===== config.mk =====
export PLATFORM = sky130hd
export DESIGN_NAME = sevenseg_scan_decoder
export DESIGN_NICKNAME = d
export VERILOG_FILES = /design/src/rtl/sevenseg_scan_decoder.sv
export SDC_FILE = /design/constraint.sdc
export NUM_CORES = 1
export LEC_CHECK = 0
export CAP_MARGIN = 20
export CORE_UTILIZATION = 60
export DETAILED_ROUTE_END_ITERATION = 16
export PLACE_DENSITY_LB_ADDON = 0.2
export SYNTH_ARGS = -nofsm -noshare
export SYNTH_HDL_FRONTEND = slang
export SYNTH_SLANG_ARGS = --single-unit

===== constraint.sdc =====
create_clock -name clk -period 6.95 [get_ports clk]
set_clock_uncertainty 0.15 [all_clocks]
set_input_delay 1.0425 -clock clk [delete_from_list [all_inputs] [get_ports clk]]
set_output_delay 1.0425 -clock clk [all_outputs]
set_load 0.01 [all_outputs]

===== src/rtl/sevenseg_scan_decoder.sv =====
// Recovers the value shown on a multiplexed 7-segment display by sampling each
// settled anode phase, assembling whole frames and publishing a frame once it repeats.
module sevenseg_scan_decoder #(
  parameter int NDIGIT        = 3,
  parameter int SETTLE        = 16,
  parameter int STABLE_FRAMES = 2
) (
  input  logic                  clk,
  input  logic                  rst,
  input  logic                  en,
  input  logic [6:0]            seg_in,
  input  logic [NDIGIT-1:0]     anode_in,
  output logic [4*NDIGIT-1:0]   BCD,
  output logic                  valid,
  output logic                  err,
  output logic                  dbg_state,
  output logic [NDIGIT-1:0]     dbg_mask
);

  localparam int CW = $clog2(SETTLE);
  localparam int MW = (STABLE_FRAMES > 1) ? $clog2(STABLE_FRAMES) : 1;
  localparam logic [CW-1:0] CNT_HIT   = CW'(SETTLE - 2);
  localparam logic [CW-1:0] CNT_MAX   = CW'(SETTLE - 1);
  localparam logic [MW-1:0] MATCH_MAX = MW'(STABLE_FRAMES - 1);

  typedef enum logic {COLLECT = 1'b0, CHECK = 1'b1} state_t;

  state_t                state, state_next;
  logic [6:0]            seg_s1, seg_s2;
  logic [NDIGIT-1:0]     an_s1, an_s2, an_prev;
  logic [CW-1:0]         cnt;
  logic [NDIGIT-1:0]     mask;
  logic                  bad;
  logic                  first;
  logic [MW-1:0]         match, match_new;
  logic [4*NDIGIT-1:0]   frame_buf, prev;
  logic                  an_onehot, an_steady, sample;
  logic [4:0]            dec;
  logic                  same_prev, update;

  // {legal, digit}; blank decodes to F, anything outside the table is illegal.
  function automatic logic [4:0] decode(input logic [6:0] p);
    case (p)
      7'b0111111: decode = {1'b1, 4'd0};
      7'b0000110: decode = {1'b1, 4'd1};
      7'b1011011: decode = {1'b1, 4'd2};
      7'b1001111: decode = {1'b1, 4'd3};
      7'b1100110: decode = {1'b1, 4'd4};
      7'b1101101: decode = {1'b1, 4'd5};
      7'b1111101: decode = {1'b1, 4'd6};
      7'b0000111: decode = {1'b1, 4'd7};
      7'b1111111: decode = {1'b1, 4'd8};
      7'b1101111: decode = {1'b1, 4'd9};
      7'b0000000: decode = {1'b1, 4'hF};
      default:    decode = {1'b0, 4'hF};
    endcase
  endfunction

  always_ff @(posedge clk) begin
    if (!rst) begin
      seg_s1  <= '0;
      seg_s2  <= '0;
      an_s1   <= '0;
      an_s2   <= '0;
      an_prev <= '0;
    end else begin
      seg_s1  <= seg_in;
      seg_s2  <= seg_s1;
      an_s1   <= anode_in;
      an_s2   <= an_s1;
      an_prev <= an_s2;
    end
  end

  // Sampling fires on the edge the counter steps into SETTLE-1, then it parks there.
  always_comb begin
    an_onehot = $onehot(an_s2);
    an_steady = an_onehot && (an_s2 == an_prev);
    sample    = en && an_steady && (cnt == CNT_HIT);
    dec       = decode(seg_s2);
  end

  always_ff @(posedge clk) begin
    if (!rst) begin
      cnt <= '0;
    end else if (!en || !an_steady) begin
      cnt <= '0;
    end else if (cnt != CNT_MAX) begin
      cnt <= cnt + 1'b1;
    end
  end

  always_ff @(posedge clk) begin
    if (!rst) state <= COLLECT;
    else      state <= state_next;
  end

  always_comb begin
    state_next = state;
    case (state)
      COLLECT: if (sample && (&(mask | an_s2))) state_next = CHECK;
      CHECK:   state_next = COLLECT;
    endcase
  end

  always_comb begin
    same_prev = (frame_buf == prev);
    match_new = '0;
    if (!bad && same_prev) match_new = (match == MATCH_MAX) ? match : match + 1'b1;
    update = (state == CHECK) && !bad && (match_new == MATCH_MAX) &&
             ((frame_buf != BCD) || first);
  end

  always_ff @(posedge clk) begin
    if (!rst) begin
      frame_buf <= '0;
      mask      <= '0;
      bad       <= 1'b0;
      match     <= '0;
      prev      <= '0;
      first     <= 1'b1;
      BCD       <= '0;
      valid     <= 1'b0;
      err       <= 1'b0;
    end else begin
      valid <= 1'b0;
      err   <= 1'b0;
      case (state)
        COLLECT: begin
          if (sample) begin
            for (int i = 0; i < NDIGIT; i++) begin
              if (an_s2[i]) frame_buf[4*i +: 4] <= dec[3:0];
            end
            mask <= mask | an_s2;
            if (!dec[4]) bad <= 1'b1;
          end
        end
        CHECK: begin
          mask  <= '0;
          bad   <= 1'b0;
          match <= match_new;
          if (bad)             err  <= 1'b1;
          else if (!same_prev) prev <= frame_buf;
          if (update) begin
            BCD   <= frame_buf;
            valid <= 1'b1;
            first <= 1'b0;
          end
        end
      endcase
    end
  end

  assign dbg_state = (state == CHECK);
  assign dbg_mask  = mask;

endmodule


==> qor.yml <==
layout:
  fin_nets: 369
  fill_cells: 382
  diodes: 0
  multi_input_area_sq_um: 1510
  regArea_sq_um: 1420
  drive_gt1_share_pct: 6.15
  synthToLayoutAreaGrowth_pct: 18.0
power:
  leakage_uw: 0.00141
  vdd_ir_drop_max_mv: 0.167
  power_density_nw_per_um2: 229
  finalPower_uw: 820
synth:
  yosysTopAreaCellShare_pct: 46.7
  synth_top_area_cell: "dfxtp_1"
  ys_warn_count: 0
  avgSynthCellArea_sq_um: 9.27
  syn_inst: 328
  syn-cell-area_sq_um: 3040
  ys_top_cells_by_area: "dfxtp_1, mux2i_1, nand2_1"
  yosysSeqAreaShare_pct: 46.7
  synth_cell_type_count: 43
  syn_nets: 344
  ys_seq_elements: 71
route:
  ant_nets: 0
  vias: 2356
  viasPerCell: 5.54
  dr.pass1.iters: 4
  wl_per_cell_um: 14.0
  drt_iter0_drc: 127
  wl_um: 5970
  drc: 0
run_status:
  outcome: "finished clean"
clocking:
  clk_latency_ns: 0.35
  hold_buffers: 0
  cts_tree: "done"
  cts_setup_buffers: 0
  cts_sinks: 71
  cts_buffers: 9
  path_clk_slew_ns: 0.07
  clock_path_buffers: 2
  cts-resized-gates: 0
  root_buffer: "clkbuf_8"
  h-tree-depth: 3
worst_hold_path:
  worstHoldPathCells: 1
  hold_class: "register to register"
placement:
  port_buffers: 30
  place_congestion: 0.985
  dp_hpwl_um: 3910
worst_setup_path:
  criticalPathCategory: "primary input to register"
  path_max_fanout: 8
  arrival_ns: 2.84
  crit_path_end_kind: "register"
  critPathLaunchType: "primary input"
  critPathRequiredTime_ns: 7.07
  rr_worst_depth: 7
grt:
  grt_max_degree: 77
  grt_pass1_vias: 2070
  grt_pass1_wl_um: 9500
  antenna_found_initial: 0
  track_usage_pct: 24.0
  overflow: 0
sta:
  final_max_slew_viol_count: 0
  max_slew_margin_pct: 52.9
  rsz0062_at_grt: "false"
  post-route-min-period_ns: 2.72
  max_slew.worst_pin.slew_ns: 0.704
  finalSetupViolations: 0
  hold_violations: 0
  max_freq_mhz: 367
  fin_tns_setup_ns: 0
  period_share_pct: 39.2
run:
  max-cap-violations: 0
die:
  die_area_sq_um: 5360
  die_width_um: 73.2
  core-area_sq_um: 4790
  pin_count: 31
  start_util_pct: 63.5
  dieHeight_um: 73.2
  num_rows: 25
cell families after synthesis:
kind of cell,count (synthesis),share of synthesized area [%]
simple gates,134,24.2
xor+xnor,28,8.07
buf+inv,25,3.46
compound gates,43,8.11
mux,24,7.90
flops,71,46.7
fa+ha+maj,3,1.48
path summary, 6_finish.rpt:
kind,from,endpoint,slack (ns)
max,en,frame_buf[8],4.23
min,seg_s1[6],seg_s2[6],0.28
max reg2reg,an_s2[0],frame_buf[8],4.25
min reg2reg,seg_s1[6],seg_s2[6],0.28
power by group:
part	internal (uW)	switching, uW
sequential	413	6.37
combinational	16.1	16.1
clock	221	148
synth_stat cells:
library cell   n
a211oi_1       1
o31ai_1        1
nor3b_1        1
nand4bb_1      1
buf_2          3
o22ai_1        5
nand3_1        5
nand4b_1       1
nand2_1       43
a31oi_1       12
and2_1        22
xor2_1        12
ha_1           2
nor2_4         1
or4_1          1
nor4_2         2
buf_6          1
a311o_1        1
nor3_1         5
o21ai_1        2
and4_1         1
xnor2_1       16
clkbuf_1      13
nand4_2        1
mux2i_1       24
nand3b_1       2
and3_1         3
nor4_1         7
or4b_1         1
and2_2         1
and3b_1        1
dfxtp_1       71
nand2b_1       4
fa_1           1
nor2_1        19
nand4_1        5
or4bb_1        1
a21oi_1        9
or3_1          2
inv_1          8
nor4_4         1
o21ai_0       12
nor2b_1        3
cells in the final DEF (no fill, tap or decap), types with 4 or more instances in the layout:
cell and count:
mux2i_1 24, o21ai_0 12, nor4_1 7, nand2b_1 4
and2_1 22, dfxtp_1 71, clkdlybuf4s50_1 29, nand4_1 5
xnor2_1 16, clkbuf_8 11, nand2_1 43, a31oi_1 12
o22ai_1 5, nor2_1 19, inv_1 8, xor2_1 12
nor3_1 5, a21oi_1 9, nand3_1 5
cell type report:
cell class / instances / share of cell area (%)
Timing Repair Buffer: 31 / 8.79
Tap cell: 67 / 2.34
Clock inverter: 3 / 1.81
Clock buffer: 13 / 4.43
Sequential cell: 71 / 39.6
Inverter: 8 / 0.837
Multi-Input combinational cell: 232 / 42.2
layer usage:
layer  track usage, %  up-vias  routed length (um)
li1                 -     1178                   -
met1             28.8     1101                2640
met2             40.0       64                2920
met3             4.42       13                 261
met4             14.4        0                 140
met5                0        -                   0
sequential cells by signal, indices dropped and copies added (netlist names):
register,count
BCD,12
dbg_mask,3
frame_buf,12
prev,12
bad,1
seg_s1,7
first,1
seg_s2,7
dbg_state,1
valid,1
err,1
an_s2,3
cnt,4
an_prev,3
an_s1,3
worst max-delay path, cell delays in order:
cell,delay [ns]
clkdlybuf4s50_1,0.45
and3b_1,0.16
nand4_2,0.19
nor4_2,0.61
o21ai_0,0.20
a31oi_1,0.19
through the flow:
| step | util [%] | area, sq um | hold WS, ns | instances | setup slack (ns) |
|---|---|---|---|---|---|
| after floorplan | - | 3040 | 0.262 | 328 | 4.63 |
| after global placement | 69.9 | 3340 | 0.264 | 408 | 3.99 |
| after detailed placement | 69.9 | 3340 | 0.267 | 408 | 3.93 |
| after CTS | 74.6 | 3570 | 0.281 | 424 | 4.19 |
| after global routing | 75.0 | 3590 | 0.302 | 425 | 4.02 |
| final | 75.0 | 3590 | 0.284 | 425 | 4.23 |
Power figures use the tool's default switching activity.
